[config.mk]
export PLATFORM = sky130hd
export DESIGN_NAME = jtframe_bank_share
export DESIGN_NICKNAME = d
export VERILOG_FILES = /design/src/rtl/jtframe_bank_share.sv
export SDC_FILE = /design/constraint.sdc
export NUM_CORES = 1
export LEC_CHECK = 0
export CAP_MARGIN = 10
export CORE_UTILIZATION = 30
export CTS_CLUSTER_DIAMETER = 80
export DETAILED_ROUTE_END_ITERATION = 8
export PLACE_DENSITY = 0.75
export SLEW_MARGIN = 0
export SYNTH_ARGS = -nofsm -noshare
export SYNTH_HDL_FRONTEND = slang
export SYNTH_SLANG_ARGS = --single-unit
[constraint.sdc]
create_clock -name clk -period 1.95 [get_ports clk]
set_input_delay 0.4875 -clock clk [delete_from_list [all_inputs] [get_ports clk]]
set_output_delay 0.4875 -clock clk [all_outputs]
set_load 0.05 [all_outputs]
[src/rtl/jtframe_bank_share.sv]
// Two-slot round-robin sharer of a single SDRAM bank port.
// Write support is compiled in with `define JTFRAME_BANK_SHARE_WR_EN.
module jtframe_bank_share #(
   parameter int SDRAMW = 22
) (
   input  logic              clk,
   input  logic              rst,
   input  logic              downloading,
   input  logic [SDRAMW-1:0] slot0_addr,
   input  logic [SDRAMW-1:0] slot1_addr,
   input  logic              slot0_cs,
   input  logic              slot1_cs,
   input  logic              slot0_wr,
   input  logic              slot1_wr,
   input  logic [15:0]       slot0_din,
   input  logic [15:0]       slot1_din,
   input  logic [1:0]        slot0_dsn,
   input  logic [1:0]        slot1_dsn,
   output logic              slot0_ok,
   output logic              slot1_ok,
   output logic [15:0]       slot_dout,
   output logic [SDRAMW-1:0] ba_addr,
   output logic              ba_rd,
   output logic              ba_wr,
   output logic [15:0]       ba_din,
   output logic [1:0]        ba_dsn,
   input  logic              ba_ack,
   input  logic              ba_dst,
   input  logic              ba_dok,
   input  logic              ba_rdy,
   input  logic [15:0]       sdram_dout
);

   typedef enum logic [1:0] {
      IDLE,
      CMD,
      DATA
   } state_t;

   state_t            st, st_nx;
   logic              last, last_nx;
   logic              gnt, gnt_nx;
   logic              rd_nx, wr_nx;
   logic              ok0_nx, ok1_nx;
   logic [SDRAMW-1:0] addr_nx;
   logic [15:0]       din_nx, dout_nx;
   logic [1:0]        dsn_nx;

   logic              req, sel, ok_now;
   logic [SDRAMW-1:0] sel_addr;
   logic              sel_wr;
   logic [15:0]       sel_din;
   logic [1:0]        sel_dsn;
   logic              unused_in;

   assign req    = slot0_cs | slot1_cs;
   assign ok_now = slot0_ok | slot1_ok;
   // When both ask, the slot not served last time wins
   assign sel    = (slot0_cs & slot1_cs) ? ~last : slot1_cs;

   assign sel_addr = sel ? slot1_addr : slot0_addr;

`ifdef JTFRAME_BANK_SHARE_WR_EN
   assign sel_wr  = sel ? slot1_wr  : slot0_wr;
   assign sel_din = sel ? slot1_din : slot0_din;
   assign sel_dsn = sel ? slot1_dsn : slot0_dsn;
   assign unused_in = ^{ba_dst, ba_dok};
`else
   assign sel_wr  = 1'b0;
   assign sel_din = 16'd0;
   assign sel_dsn = 2'b11;
   assign unused_in = ^{ba_dst, ba_dok, slot0_wr, slot1_wr,
                        slot0_din, slot1_din, slot0_dsn, slot1_dsn};
`endif

   always_comb begin
      st_nx   = st;
      last_nx = last;
      gnt_nx  = gnt;
      rd_nx   = ba_rd;
      wr_nx   = ba_wr;
      addr_nx = ba_addr;
      din_nx  = ba_din;
      dsn_nx  = ba_dsn;
      dout_nx = slot_dout;
      ok0_nx  = 1'b0;
      ok1_nx  = 1'b0;
      unique case (st)
         IDLE: begin
            // ok still high means the requester has not yet dropped cs
            if (req && !downloading && !ok_now) begin
               gnt_nx  = sel;
               addr_nx = sel_addr;
               din_nx  = sel_din;
               dsn_nx  = sel_dsn;
               rd_nx   = ~sel_wr;
               wr_nx   = sel_wr;
               st_nx   = CMD;
            end
         end
         CMD: begin
            if (ba_ack) begin
               rd_nx = 1'b0;
               wr_nx = 1'b0;
               if (ba_rdy) begin
                  dout_nx = sdram_dout;
                  ok0_nx  = ~gnt;
                  ok1_nx  = gnt;
                  last_nx = gnt;
                  st_nx   = IDLE;
               end else begin
                  st_nx = DATA;
               end
            end
         end
         DATA: begin
            if (ba_rdy) begin
               dout_nx = sdram_dout;
               ok0_nx  = ~gnt;
               ok1_nx  = gnt;
               last_nx = gnt;
               st_nx   = IDLE;
            end
         end
         default: st_nx = IDLE;
      endcase
   end

   always_ff @(posedge clk) begin
      if (rst) begin
         st        <= IDLE;
         last      <= 1'b1;
         gnt       <= 1'b0;
         ba_rd     <= 1'b0;
         ba_wr     <= 1'b0;
         ba_addr   <= '0;
         ba_din    <= 16'd0;
         ba_dsn    <= 2'b11;
         slot_dout <= 16'd0;
         slot0_ok  <= 1'b0;
         slot1_ok  <= 1'b0;
      end else begin
         st        <= st_nx;
         last      <= last_nx;
         gnt       <= gnt_nx;
         ba_rd     <= rd_nx;
         ba_wr     <= wr_nx;
         ba_addr   <= addr_nx;
         ba_din    <= din_nx;
         ba_dsn    <= dsn_nx;
         slot_dout <= dout_nx;
         slot0_ok  <= ok0_nx;
         slot1_ok  <= ok1_nx;
      end
   end

endmodule
# Yosys cells after proc, flatten, opt, wreduce, memory -nomap -nowiden
# Cells that the tools add are included.
# totals
wordCells	54
regBits	46
output_inout_bits	60
input_bits	107
# classes
n_mux	24
n_eq_ne	5
bitwise	5
n_reduce_logical	11
# op_table
op	n
$mux W16	2
$pmux W16 S2	1
$mux W22	1
$mux W1	10
$pmux W1 S2	5
$mux W2	4
$ne A2 B2 Y1 const B	3
$pmux W2 S3	1
$reduce_and A3 Y1	2
$reduce_and A2 Y1	2
$reduce_bool A2 Y1	2
$eq A2 B1 Y1 const B	1
$eq A2 B2 Y1 const B	1
$logic_and A1 B1 Y1	2
$logic_not A1 Y1	2
$logic_not A2 Y1	1
$not A1 Y1	2
$or A1 B1 Y1	2
$and A1 B1 Y1	1

# Logic depth before layout (Yosys ltp)
# logic_depth
depth_word	5
ltp_mapped	7
depth_no_buf	6

# Worst setup path before layout
# OpenSTA, ideal clock, no wires.
# synth_path
path_type	flip-flop to flip-flop
from	register st[1]
to	register slot_dout[0]
setup_slack_ps	259
path_buffers	1
setup_ps	128
arrival_time_ps	1564
path_stages_with_launch	8
t_required_ps	1822
synth_period_minus_slack_ps	1691
path_cell_list	dfxtp_1 > inv_1 > ha_1 > mux2_2 > nand2_2 > buf_4 > mux2i_1 > nor2_1
# synth_between
elab_chain_cells	3
elab_cells_between_ends	6
classes_between	eq/ne (3); mux (1); reduce/logical (2)
# synth_rtl
item	line	text
start: declaration	40	state_t st, st_nx;
start signal: assignment	143	st <= st_nx;
$eq A2 B1 Y1 or $eq A2 B2 Y1 (tied branches)	88	unique case (st)
$ne A2 B2 Y1 (no line) or $reduce_bool A2 Y1 (tied branches)	n/a	
$reduce_and A2 Y1 (no line)	n/a	
end signal: assignment	151	slot_dout <= dout_nx;
end: declaration	21	output logic [15:0] slot_dout,
# Several ways; a longest one is shown, not always the timed one.
# A chain may end at the register's enable or synchronous reset.

# Worst setup path after layout
# layout_path
from	register ba_addr[19]
to	output ba_addr[19]
# layout_rtl
item	line	text
start: declaration	22	output logic [SDRAMW-1:0] ba_addr,
start signal: assignment	148	ba_addr <= addr_nx;
# No word-level cell between the ends.

==> qor.yml <==
final_max_slew_viol_count: 0
clk_pin_slew_ns: 0.08
layout_common_cells: "clkdlybuf4s50_1 (66), nand2_1 (49), dfxtp_1 (45)"
swShare_pct: 34.3
ff2ff_setup_slack_ns: 0.28
design_area_mm2: 0.00318
grt_pass1_vias: 1923
ys_seq_elements: 45
hold_buffers: 0
grt_use_total_pct: 14.8
worst_slack_ns: 0.0406
hold_slack_ns: 0.491
cts_tree: "built"
fillCellCount: 609
fin_crit_sh_pct: 97.9
grtUsageMet1_pct: 16.2
grt.busiest_layer: "met2"
synth_area_leaders: "dfxtp_1 (44%), a311oi_1 (9.4%), nand2_1 (9.0%)"
io_pins: 167
p_clk_share_pct: 24.0
max_freq_mhz: 524
synth_largest_area_cell: "dfxtp_1"
clock_latency_ns: 0.29
htree_levels: 2
end_kind: "output pin"
first_iter_violations: 67
cpLargestDelayFamily: "buffers and inverters"
overflow: 0
start_util_pct: 31.6
cts_buffer_depth: 2
num_rows: 29
async_reset_ff_share_pct: 0
antenna_found_initial: 0
p_int_mw: 1.58
clock_sinks: 45
yosysSeqAreaShare_pct: 44.1
final_common_cell: "clkdlybuf4s50_1"
use_met3_pct: 4.62
synth_warnings: 0
placed_cell_area_mm2: 0.00308
synth_top_area_share_pct: 44.1
grt_setup_unrepaired: "no"
fin_cells: 420
syn_area_mm2: 0.00204
setup_viol: 0
syn_area_per_cell_um2: 8.58
worstPathBufferInverterCount: 1
dp_slack_ns: -0.230
tightest_slew_ns: 0.510
fin_nets: 453
drv_cap: 0
fp.dieH_um: 84.5
cp.arrival_ns: 1.42
power.leakage_nw: 1.52
cts_resized: 0
drt_wl_total_mm: 5.23
cts_buffers: 5
dr.pass1.iters: 6
comb_power_share_pct: 33.5
hold_path_class: "reg2reg"
failed_checks: "DRC"
critPathMaxFanout: 2
seqPwrFrac_pct: 42.5
use_met2_pct: 26.8
area_delta_synth_final_pct: 55.8
cp_cell_sequence: "clkdlybuf4s50_1"
vias: 1967
core_mm2: 0.00646
grt_pass1_wl_mm: 8.51
period_needed_ns: 1.91
routedWlPerCell_um: 12.4
grt_max_degree: 46
startpoint_type: "flop"
dp_hpwl_mm: 3.80
synth_cell_types: 28
slowest_stage: "clkdlybuf4s50_1"
via_per_inst: 4.68
drc: 4
fp.dieArea_mm2: 0.00714
root_buffer: "clkbuf_8"
port_buffers: 107
synthFlopType: "dfxtp_1"
synthCells: 238
slew_headroom_pct: 66.0
antenna_cells: 0
fp.dieW_um: 84.5
outcome: "complete, but fails checks"
drive_above_1_share_pct: 15.5
vdd_drop_max_uv: 304
cp.required_ns: 1.46
dp.cells: 413
p_sw_mw: 0.824
hold_violations: 0
pwr_density_cell_mw_per_mm2: 756
post_cts_buffers: 0
setup_tns_ns: 0
fin_skew_ns: 0.00284
cpPeakStageDelay_ns: 0.80
ant_nets: 0
synth_edf_count: 0
path_class: "reg2out"
gp_congestion: 0.703
==> flip-flops by register name, indices dropped and copies added, names as in the netlist <==
register   count
slot1_ok       1
st             2
ba_addr       22
gnt            1
slot_dout     16
last           1
ba_rd          1
slot0_ok       1
==> per-stage QoR <==
stage	util, %	power (mW)
4_1_cts	49.1	2.44
2_1_floorplan	-	1.58
3_3_place_gp	47.7	1.84
3_5_place_dp	47.7	1.86
6_report	49.3	2.41
5_1_grt	49.3	2.53
==> final timing paths <==
check	start	endpoint	cells past startpoint
max reg2reg	st[0]	ba_addr[1]	6
min	gnt	slot0_ok	1
max	ba_addr[19]	ba_addr[19]	1
min reg2reg	gnt	slot0_ok	1
==> area by class of cell <==
cell class	instances	area, um^2	share of cell area [%]
timing repair buffer	115	1110	35.0
multi-input combinational	172	970	30.5
sequential	45	901	28.3
tap	77	96.3	3.03
clock buffer	7	86.3	2.71
inverter	4	15.0	0.472
==> cell families after synthesis <==
kind of cell	after synthesis	synth area share [%]
other cells	2	0.368
simple gates	101	20.9
fa+ha+maj	3	1.84
buf+inv	38	11.5
mux	19	9.37
compound gates	30	11.9
flops	45	44.1
==> Yosys cell counts, types with 2 or more instances <==
cell,number
a21oi_1,3
a311oi_1,22
buf_2,2
buf_4,20
buf_6,2
clkbuf_1,10
conb_1,2
dfxtp_1,45
ha_1,3
inv_1,4
mux2i_1,18
nand2_1,49
nor2_1,41
o21bai_1,2
or3_1,2
==> routing by layer <==
metal | wire [um] | up-vias
li1 | - | 973
met1 | 2120 | 910
met2 | 2670 | 76
met3 | 364 | 8
met4 | 72 | 0
met5 | 0 | -
==> power groups by stage <==
| stage | Clock (mW) | Sequential, mW | Combinational (mW) |
|---|---|---|---|
| floorplan | 0 | 1.26 | 0.326 |
| global placement | 0 | 1.04 | 0.801 |
| detailed placement | 0 | 1.05 | 0.810 |
| CTS | 0.606 | 1.02 | 0.812 |
| global route | 0.639 | 1.03 | 0.857 |
| finish | 0.577 | 1.02 | 0.806 |
(Power assumes the default switching activity.)
==> RTL change (same flow settings) <==
The 3 states of `state_t` get a one-hot encoding in 3 bits.
--- a/src/rtl/jtframe_bank_share.sv
+++ b/src/rtl/jtframe_bank_share.sv
@@ -33,6 +33,6 @@
 
-   typedef enum logic [1:0] {
-      IDLE,
-      CMD,
-      DATA
+   typedef enum logic [2:0] {
+      IDLE = 3'b001,
+      CMD  = 3'b010,
+      DATA = 3'b100
    } state_t;
Check against the original RTL: same outputs for any inputs over 10 cycles, from zero or initial values and one cycle with rst high; not proved beyond that.
==> RTL change against the original RTL <==
Clock power is 3.8% higher. Utilization is 1.4 points higher. Die area is 6.0% higher. Register-to-register slack worse by 0.18 ns. Power is 1.6% lower. Synthesized cell count is 2.9% lower. Area after synthesis is 6.1% higher. Design area is 9.4% higher. Routed wire length is 9.7% higher. Sequential power hardly changed. Clock skew is 0.0038 ns higher. Worst setup slack better by 0.0040 ns. Sequential cell count is 1 higher. Largest power group unchanged.
==> RTL change: results (changes against the original RTL) <==
[outcome]
status=finished, final reports clean  ; was finished with violations

[final_layout]
inverters=0  ; was 4
buf_share=0.3686  ; was 0.3500
reg_top3=ba_addr (22), slot_dout (16), st (3)  ; was ba_addr (22), slot_dout (16), st (2)
layout.cells.non_filler=447  ; was 420
clkCellAreaFrac=0.02625  ; was 0.02713
nets=457  ; was 453
fill_cells=632  ; was 609

[global_routing]
grt_pass1_vias=2065  ; was 1923
use_met2=0.2777  ; was 0.2683
use_met3=0.03981  ; was 0.04621
grt_pass1_wl_um=9363  ; was 8507 µm

[detailed_routing]
wl_met2_um=2741  ; was 2672 µm
met1_length_um=2440  ; was 2115 µm
wl_um=5732  ; was 5225 µm
via_count=2001  ; was 1967

[placed_design]
hpwl_um=3925  ; was 3796 µm
gp_congestion=0.8440  ; was 0.7033
place_inst=432  ; was 413

[power_and_ir_drop]
p_total_uw=2367  ; was 2406 µW
switching_share=0.3249  ; was 0.3425
p_leak_uw=0.001644  ; was 0.001524 µW

[synthesis]
synthAdderAreaFrac=0  ; was 0.01838
muxShareOfSynthArea=0.07852  ; was 0.09375
ys_top_cells_by_area=dfxtp_1, a311oi_2, nand2_1  ; was dfxtp_1, a311oi_1, nand2_1
synth_cells=231  ; was 238
synth.distinct_cells=23  ; was 28
synth_common_cells=dfxtp_1, nand2_1, nor2_1  ; was nand2_1, dfxtp_1, nor2_1
synth_compound_area_frac=0.1651  ; was 0.1189

[cts]
post_cts_buffers=4  ; was 0
cts_resized=3  ; was 0
clkSinkCount=46  ; was 45

[setup_path]
r2r_end=ba_addr[12]  ; was ba_addr[1]
r2r_setup_slack_ns=0.10  ; was 0.28 ns

[sta]
fin_skew_ns=0.006678  ; was 0.002837 ns

-- RTL change: stage by stage --
step / TNS [ns] / area, µm² / worst slack [ns] / hold slack (ns)
3_3_place_gp: -9.970 / 3288 / -0.4013 / 0.4450
5_1_grt: 0 / 3480 / 0.000002109 / 0.4894
3_5_place_dp: -10.93 / 3288 / -0.4662 / 0.4617
4_1_cts: 0 / 3461 / 0.006447 / 0.4721
2_1_floorplan: 0 / 2231 / 0.1066 / 0.4280
6_report: 0 / 3480 / 0.04464 / 0.4641
-- RTL change: worst max-delay path by stage --
stage / start / end / slack, ns / depth (start not counted)
finish: ba_addr[3] / ba_addr[3] / 0.04 / 1
global route: slot_dout[8] / slot_dout[8] / 0.000002 / 1
CTS: ba_addr[6] / ba_addr[6] / 0.006 / 1
detailed placement: downloading / ba_addr[0] / -0.47 / 6
global placement: downloading / ba_addr[18] / -0.40 / 6
floorplan: downloading / ba_addr[0] / 0.11 / 5
